**config.mk**
```make
export PLATFORM = sky130hd
export DESIGN_NAME = shift_exec_unit_flat
export DESIGN_NICKNAME = d
export VERILOG_FILES = /design/src/rtl/shift_exec_unit_if.sv /design/src/rtl/shift_exec_unit.sv /design/src/flat_wrapper.sv
export SDC_FILE = /design/constraint.sdc
export NUM_CORES = 1
export LEC_CHECK = 0
export ABC_AREA = 1
export CORE_ASPECT_RATIO = 0.5
export CORE_MARGIN = 3
export CORE_UTILIZATION = 60
export CTS_CLUSTER_SIZE = 10
export DETAILED_ROUTE_END_ITERATION = 7
export PLACE_DENSITY = 0.8
export SYNTH_ARGS = -nofsm -noshare
export SYNTH_HDL_FRONTEND = slang
export SYNTH_SLANG_ARGS = --single-unit
```
**constraint.sdc**
```tcl
create_clock -name clk -period 6.8 [get_ports clk]
set_clock_uncertainty 0.1 [all_clocks]
set_input_delay 0.68 -clock clk [delete_from_list [all_inputs] [get_ports clk]]
set_output_delay 0.68 -clock clk [all_outputs]
set_load 0.01 [all_outputs]
```
**src/rtl/shift_exec_unit_if.sv**
```systemverilog
// Handshake bundle between decode, the iterative shift unit and writeback.
// The unit itself takes the slave side; the decode/writeback side takes master.
interface shift_exec_unit_if #(
    parameter int DATA_W  = 16,
    parameter int SHAMT_W = 4,
    parameter int TAG_W   = 3
);
    logic               in_valid;
    logic               in_ready;
    logic [2:0]         in_op;
    logic [DATA_W-1:0]  in_data;
    logic [SHAMT_W-1:0] in_shamt;
    logic [TAG_W-1:0]   in_tag;

    logic               out_valid;
    logic               out_ready;
    logic [DATA_W-1:0]  out_data;
    logic [TAG_W-1:0]   out_tag;
    logic               out_carry;
    logic               out_zero;
    logic               out_neg;
    logic               out_err;

    modport master (
        output in_valid, in_op, in_data, in_shamt, in_tag, out_ready,
        input  in_ready, out_valid, out_data, out_tag, out_carry, out_zero, out_neg, out_err
    );

    modport slave (
        input  in_valid, in_op, in_data, in_shamt, in_tag, out_ready,
        output in_ready, out_valid, out_data, out_tag, out_carry, out_zero, out_neg, out_err
    );
endinterface

```
**src/rtl/shift_exec_unit.sv**
```systemverilog
// Iterative barrel-free shifter: one shamt bit per cycle (by 1, 2, 4, 8, ...),
// with registered result, flags and tag returned over a valid/ready handshake.
module shift_exec_unit #(
    parameter int DATA_W  = 16,
    parameter int SHAMT_W = 4,
    parameter int TAG_W   = 3
) (
    input  logic             clk,
    input  logic             rst,
    input  logic             flush,
    shift_exec_unit_if.slave bus
);
    localparam int CNT_W = (SHAMT_W > 1) ? $clog2(SHAMT_W) : 1;
    localparam logic [SHAMT_W-1:0] ONE  = SHAMT_W'(1);
    localparam logic [CNT_W-1:0]   LAST = CNT_W'(SHAMT_W - 1);

    typedef enum logic [1:0] {
        IDLE,
        SHIFT,
        DONE
    } state_t;

    state_t             state;
    logic [CNT_W-1:0]   cnt;
    logic [2:0]         op_q;
    logic [DATA_W-1:0]  operand_q;
    logic [DATA_W-1:0]  work;
    logic [SHAMT_W-1:0] shamt_q;
    logic [TAG_W-1:0]   tag_q;

    logic               accept;
    logic               illegal;
    logic [SHAMT_W-1:0] step_amt;
    logic [SHAMT_W-1:0] sll_idx;
    logic [SHAMT_W-1:0] srl_idx;
    logic [DATA_W-1:0]  stepped;
    logic [DATA_W-1:0]  next_work;
    logic               final_carry;

    assign bus.in_ready = ~flush & ((state == IDLE) | ((state == DONE) & bus.out_ready));
    assign accept       = bus.in_valid & bus.in_ready;
    assign illegal      = (op_q > 3'd4);

    // One stage of the shift ladder plus the carry taken from the latched operand
    // (linear shifts) or from the final result (rotates).
    always_comb begin
        step_amt = ONE << cnt;
        stepped  = work;
        case (op_q)
            3'd0:    stepped = work << step_amt;
            3'd1:    stepped = work >> step_amt;
            3'd2:    stepped = $signed(work) >>> step_amt;
            3'd3:    stepped = (work << step_amt) | (work >> (DATA_W - int'(step_amt)));
            3'd4:    stepped = (work >> step_amt) | (work << (DATA_W - int'(step_amt)));
            default: stepped = work;
        endcase
        next_work = shamt_q[cnt] ? stepped : work;

        sll_idx     = ~shamt_q + ONE;
        srl_idx     = shamt_q - ONE;
        final_carry = 1'b0;
        if (shamt_q != '0) begin
            case (op_q)
                3'd0:       final_carry = operand_q[sll_idx];
                3'd1, 3'd2: final_carry = operand_q[srl_idx];
                3'd3:       final_carry = next_work[0];
                3'd4:       final_carry = next_work[DATA_W-1];
                default:    final_carry = 1'b0;
            endcase
        end
    end

    always_ff @(posedge clk or posedge rst) begin
        if (rst) begin
            state         <= IDLE;
            cnt           <= '0;
            op_q          <= '0;
            operand_q     <= '0;
            work          <= '0;
            shamt_q       <= '0;
            tag_q         <= '0;
            bus.out_valid <= 1'b0;
            bus.out_data  <= '0;
            bus.out_tag   <= '0;
            bus.out_carry <= 1'b0;
            bus.out_zero  <= 1'b0;
            bus.out_neg   <= 1'b0;
            bus.out_err   <= 1'b0;
        end else if (flush) begin
            state         <= IDLE;
            cnt           <= '0;
            bus.out_valid <= 1'b0;
        end else begin
            case (state)
                IDLE, DONE: begin
                    if (state == DONE && bus.out_ready) begin
                        bus.out_valid <= 1'b0;
                        state         <= IDLE;
                    end
                    if (accept) begin
                        op_q      <= bus.in_op;
                        operand_q <= bus.in_data;
                        work      <= bus.in_data;
                        shamt_q   <= bus.in_shamt;
                        tag_q     <= bus.in_tag;
                        cnt       <= '0;
                        state     <= SHIFT;
                    end
                end
                SHIFT: begin
                    work <= next_work;
                    if (cnt == LAST) begin
                        cnt           <= '0;
                        state         <= DONE;
                        bus.out_valid <= 1'b1;
                        bus.out_data  <= next_work;
                        bus.out_tag   <= tag_q;
                        bus.out_carry <= final_carry;
                        bus.out_zero  <= (next_work == '0);
                        bus.out_neg   <= next_work[DATA_W-1];
                        bus.out_err   <= illegal;
                    end else begin
                        cnt <= cnt + CNT_W'(1);
                    end
                end
                default: state <= IDLE;
            endcase
        end
    end
endmodule

```
**src/flat_wrapper.sv**
```systemverilog
// flat-port wrapper written by rule: the top's interface ports become plain ports
module shift_exec_unit_flat 
#(
    parameter int DATA_W  = 16,
    parameter int SHAMT_W = 4,
    parameter int TAG_W   = 3
)
  (clk, rst, flush, bus_in_valid, bus_in_op, bus_in_data, bus_in_shamt, bus_in_tag, bus_out_ready, bus_in_ready, bus_out_valid, bus_out_data, bus_out_tag, bus_out_carry, bus_out_zero, bus_out_neg, bus_out_err);
  shift_exec_unit_if #(.DATA_W(DATA_W), .SHAMT_W(SHAMT_W), .TAG_W(TAG_W)) bus_i ();
  input  logic clk;
  input  logic rst;
  input  logic flush;
  input wire logic [$bits(bus_i.in_valid)-1:0] bus_in_valid;
  input wire logic [$bits(bus_i.in_op)-1:0] bus_in_op;
  input wire logic [$bits(bus_i.in_data)-1:0] bus_in_data;
  input wire logic [$bits(bus_i.in_shamt)-1:0] bus_in_shamt;
  input wire logic [$bits(bus_i.in_tag)-1:0] bus_in_tag;
  input wire logic [$bits(bus_i.out_ready)-1:0] bus_out_ready;
  output wire logic [$bits(bus_i.in_ready)-1:0] bus_in_ready;
  output wire logic [$bits(bus_i.out_valid)-1:0] bus_out_valid;
  output wire logic [$bits(bus_i.out_data)-1:0] bus_out_data;
  output wire logic [$bits(bus_i.out_tag)-1:0] bus_out_tag;
  output wire logic [$bits(bus_i.out_carry)-1:0] bus_out_carry;
  output wire logic [$bits(bus_i.out_zero)-1:0] bus_out_zero;
  output wire logic [$bits(bus_i.out_neg)-1:0] bus_out_neg;
  output wire logic [$bits(bus_i.out_err)-1:0] bus_out_err;
  assign bus_i.in_valid = bus_in_valid;
  assign bus_i.in_op = bus_in_op;
  assign bus_i.in_data = bus_in_data;
  assign bus_i.in_shamt = bus_in_shamt;
  assign bus_i.in_tag = bus_in_tag;
  assign bus_i.out_ready = bus_out_ready;
  assign bus_in_ready = bus_i.in_ready;
  assign bus_out_valid = bus_i.out_valid;
  assign bus_out_data = bus_i.out_data;
  assign bus_out_tag = bus_i.out_tag;
  assign bus_out_carry = bus_i.out_carry;
  assign bus_out_zero = bus_i.out_zero;
  assign bus_out_neg = bus_i.out_neg;
  assign bus_out_err = bus_i.out_err;
  shift_exec_unit #(.DATA_W(DATA_W), .SHAMT_W(SHAMT_W), .TAG_W(TAG_W)) u_core (.clk(clk), .rst(rst), .flush(flush), .bus(bus_i));
endmodule
```
==> results.sh <==
export IMPL_status="complete, but fails checks"
export IMPL_violations="DRC"
export IMPL_syn_nets=958
export IMPL_rsz0062_at_grt="no"
export IMPL_ir_drop_mv=0.256
export IMPL_fillers=689
export IMPL_intPower_uw=1160
export IMPL_whs_path_depth=2
export IMPL_synth_distinct_cells=35
export IMPL_vias=7270
export IMPL_ys_seq_area_frac=0.309
export IMPL_worst_path_max_delay_cell="ha_1"
export IMPL_root_buffer="clkbuf_16"
export IMPL_overflow=0
export IMPL_synth_xor_area_frac=0.00314
export IMPL_antenna_left=0
export IMPL_io_pins=56
export IMPL_relSlewSlack=0.419
export IMPL_reg2reg_depth=19
export IMPL_critical_path_depth=19
export IMPL_period_needed_ns=3.91
export IMPL_clk_path_buf_depth=2
export IMPL_fp_row_count=24
export IMPL_path_max_fanout=40
export IMPL_tritoncts="built"
export IMPL_gp_congestion=1.06
export IMPL_drtIter0Drc=1321
export IMPL_synth_mux_area_frac=0
export IMPL_cts_num_sinks=69
export IMPL_fin_nets=988
export IMPL_hold_viol=0
export IMPL_die_width_um=142
export IMPL_synth_top_family_by_area="simple AND/OR/NAND/NOR gates"
export IMPL_preCtsSetupSlack_ns=3.19
export IMPL_critPathLaunchType="register"
export IMPL_required_ns=6.96
export IMPL_numCtsBuffers=9
export IMPL_swShare=0.485
export IMPL_cpMostUsedCell="nand2_1"
export IMPL_grt_pass1_vias=6700
export IMPL_cpPeakStageDelay_ns=0.64
export IMPL_synth_ff_latch_count=69
export IMPL_min_from="u_core.bus.out_data[1]"
export IMPL_synthCells=920
export IMPL_drt_drc_violations_left=9
export IMPL_cp_cell_sequence="inv_1, ha_1, buf_4, inv_2, ha_1, inv_1, nand3_1, nand2_1, inv_1, nor2_1, nand2_1, nand3_1, nor2_1, nand2_1, nand2_1, nand2_1, nor2_1, nand3_1, o21bai_2"
export IMPL_drt_pass1_iterations=8
export IMPL_worstReg2RegStart="u_core.cnt[1]"
export IMPL_fin_tns_setup_ns=0
export IMPL_start_util=0.628
export IMPL_syn_to_final_growth_pct=15.3
export IMPL_r2r_setup_slack_ns=2.89
export IMPL_power_switching_uw=1090
export IMPL_fmax_ghz=0.256
export IMPL_fin_crit_sh=0.575
export IMPL_finalWirelength_um=24000
export IMPL_async_reset_ff_frac=1.00
export IMPL_synthSimpleGateAreaFrac=0.421
export IMPL_synth_edf_count=0
export IMPL_synth_compound_area_frac=0.153
export IMPL_core_sq_um=8890
export IMPL_drive_gt1_frac=0.0534
export IMPL_setup_viol=0
export IMPL_die_y_um=74.2
export IMPL_power_frac_clock=0.244
export IMPL_cellLeakagePower_uw=0.00331
export IMPL_grt_start_max_net_pins=70
export IMPL_hpwl_um=15400
export IMPL_crit_arrival_ns=4.07
export IMPL_synth_top_area_share=0.309
export IMPL_diodes=0
export IMPL_ys_flop_type="dfrtp_1"
export IMPL_multiInputGateArea_sq_um=3310
export IMPL_register_area_sq_um=1730
export IMPL_r2r_end="u_core.bus.out_zero"
export IMPL_htreeDepth=3
export IMPL_sequentialPowerShare=0.259
export IMPL_power_frac_comb=0.497
export IMPL_power_density_nw_per_um2=350
export IMPL_fp_dieArea_sq_um=10600
export IMPL_syn_area_sq_um=5580
export IMPL_hold_path_class="register to register"
export IMPL_clk_latency_ns=0.35
export IMPL_grt_first_pass_wirelength_um=36500
export IMPL_synth_common_cells="365 x nand2_1, 132 x nand3_1, 75 x o21ai_0"
export IMPL_finalWorstSetupSlack_ns=2.89
export IMPL_netlist_top_cells_area="dfrtp_1 31%, nand2_1 25%, nand3_1 12%"
export IMPL_clk_pin_slew_ns=0.07
export IMPL_synth_adder_area_share=0.0157
export IMPL_timing_max_cap_violations=0
export IMPL_grt_antenna_before_repair=0
export IMPL_crit_family="buffers and inverters"
export IMPL_post_cts_buffers=0
export IMPL_wl_per_cell_um=22.4
export IMPL_cts_hold_buf=0
export IMPL_portBuffers=55
export IMPL_synth_warnings=0
export IMPL_syn_avg_cell_area_sq_um=6.07
export IMPL_grt_use_total=0.452
export IMPL_crit_type="register to register"
export IMPL_vias_per_cell=6.78
export IMPL_finalMaxSlewViolations=0
export IMPL_end_kind="register"
export IMPL_worstMarginPinSlew_ns=0.871
export IMPL_post_cts_resized=0
export IMPL_yosys_area_top_type="dfrtp_1"
export IMPL_hold_path_end="u_core.bus.out_data[1]"
export IMPL_utilization=0.724
export IMPL_critPathBufInv=5
export IMPL_yosysMostFrequentCell="nand2_1"
[layer usage]
layer | global-route usage | wire (um) | vias up | part of all wire
met3 | 0.168 | 4030 | 184 | 0.17
li1 | - | - | 3049 | -
met5 | 0 | 0 | - | 0
met4 | 0.236 | 1610 | 0 | 0.067
met1 | 0.585 | 8620 | 3253 | 0.36
met2 | 0.674 | 9710 | 784 | 0.40
[cells by family after synthesis]
| logic type | after synthesis |
|---|---|
| flip-flops | 69 |
| AO/OA/AOI/OAI | 154 |
| buffers and inverters | 125 |
| XOR/XNOR | 2 |
| adder cells (fa/ha/maj) | 7 |
| AND/OR/NAND/NOR | 563 |
[worst min-delay path: cells and delay by family, from the launching register on]
| kind | cells | cell delay [ns] |
|---|---|---|
| AOI/OAI and AO/OA | 1 | 0.06 |
| DFF | 1 | 0.34 |
| and+or+nand+nor | 1 | 0.05 |
[flip-flops by register name, indices dropped and copies added (netlist names), 2 cells and up]
register and count:
u_core.operand_q 16, u_core.bus.out_tag 3, u_core.tag_q 3, u_core.state 2, u_core.bus.out_data 15, u_core.op_q 3
u_core.cnt 2, u_core.shamt_q 4, u_core.work 16
[how the worst max path moves through the flow]
stage	startpoint	end	slack, ns
after global routing	u_core.cnt[1]	u_core.bus.out_zero	2.76
final	u_core.cnt[1]	u_core.bus.out_zero	2.89
after detailed placement	u_core.cnt[1]	u_core.bus.out_zero	3.19
after floorplan	u_core.cnt[1]	u_core.bus.out_zero	4.07
after global placement	u_core.cnt[1]	u_core.bus.out_zero	3.26
after CTS	u_core.cnt[1]	u_core.bus.out_zero	3.10
[power by group through the flow]
| stage | sequential, uW | clock, uW | combinational (uW) |
|---|---|---|---|
| 3_5_place_dp | 570 | 0 | 1020 |
| 2_1_floorplan | 539 | 0 | 731 |
| 4_1_cts | 570 | 539 | 1050 |
| 5_1_grt | 583 | 560 | 1200 |
| 6_report | 584 | 550 | 1120 |
| 3_3_place_gp | 569 | 0 | 1010 |
[area by class of cell]
| type | instances | area share |
|---|---|---|
| Sequential cell | 69 | 0.268 |
| Tap cell | 117 | 0.0227 |
| Clock buffer | 13 | 0.0435 |
| Multi-Input combinational cell | 726 | 0.515 |
| Inverter | 83 | 0.0484 |
| Clock inverter | 3 | 0.0101 |
| Timing Repair Buffer | 61 | 0.0925 |
[cells in the final DEF, fill, tap and decap left out, drive strengths merged]
| cell | instances |
|---|---|
| ha | 7 |
| a31oi | 2 |
| a21boi | 1 |
| nor3 | 1 |
| a21oi | 38 |
| nand4 | 3 |
| o22ai | 4 |
| nand2 | 368 |
| nand3 | 134 |
| o21ai | 88 |
| o211ai | 6 |
| clkdlybuf4s50 | 55 |
| nor2 | 56 |
| inv | 82 |
| o221a | 1 |
| a22o | 10 |
| xor2 | 1 |
| xnor2 | 1 |
| o221ai | 2 |
| o21bai | 1 |
| buf | 6 |
| clkbuf | 13 |
| clkinv | 2 |
| dfrtp | 69 |
| bufinv | 2 |
| o21a | 1 |
| nand3b | 1 |
[stage by stage]
stage          instance area (sq um)  hold WS (ns)  total power (uW)  cells
6_report                        6440         0.385              2260   1072
3_3_place_gp                    6090         0.365              1570   1056
3_5_place_dp                    6090         0.370              1590   1056
5_1_grt                         6440         0.419              2340   1072
2_1_floorplan                   5580         0.349              1270    920
4_1_cts                         6440         0.386              2160   1072
No activity file was read; power rests on OpenSTA's default activity.
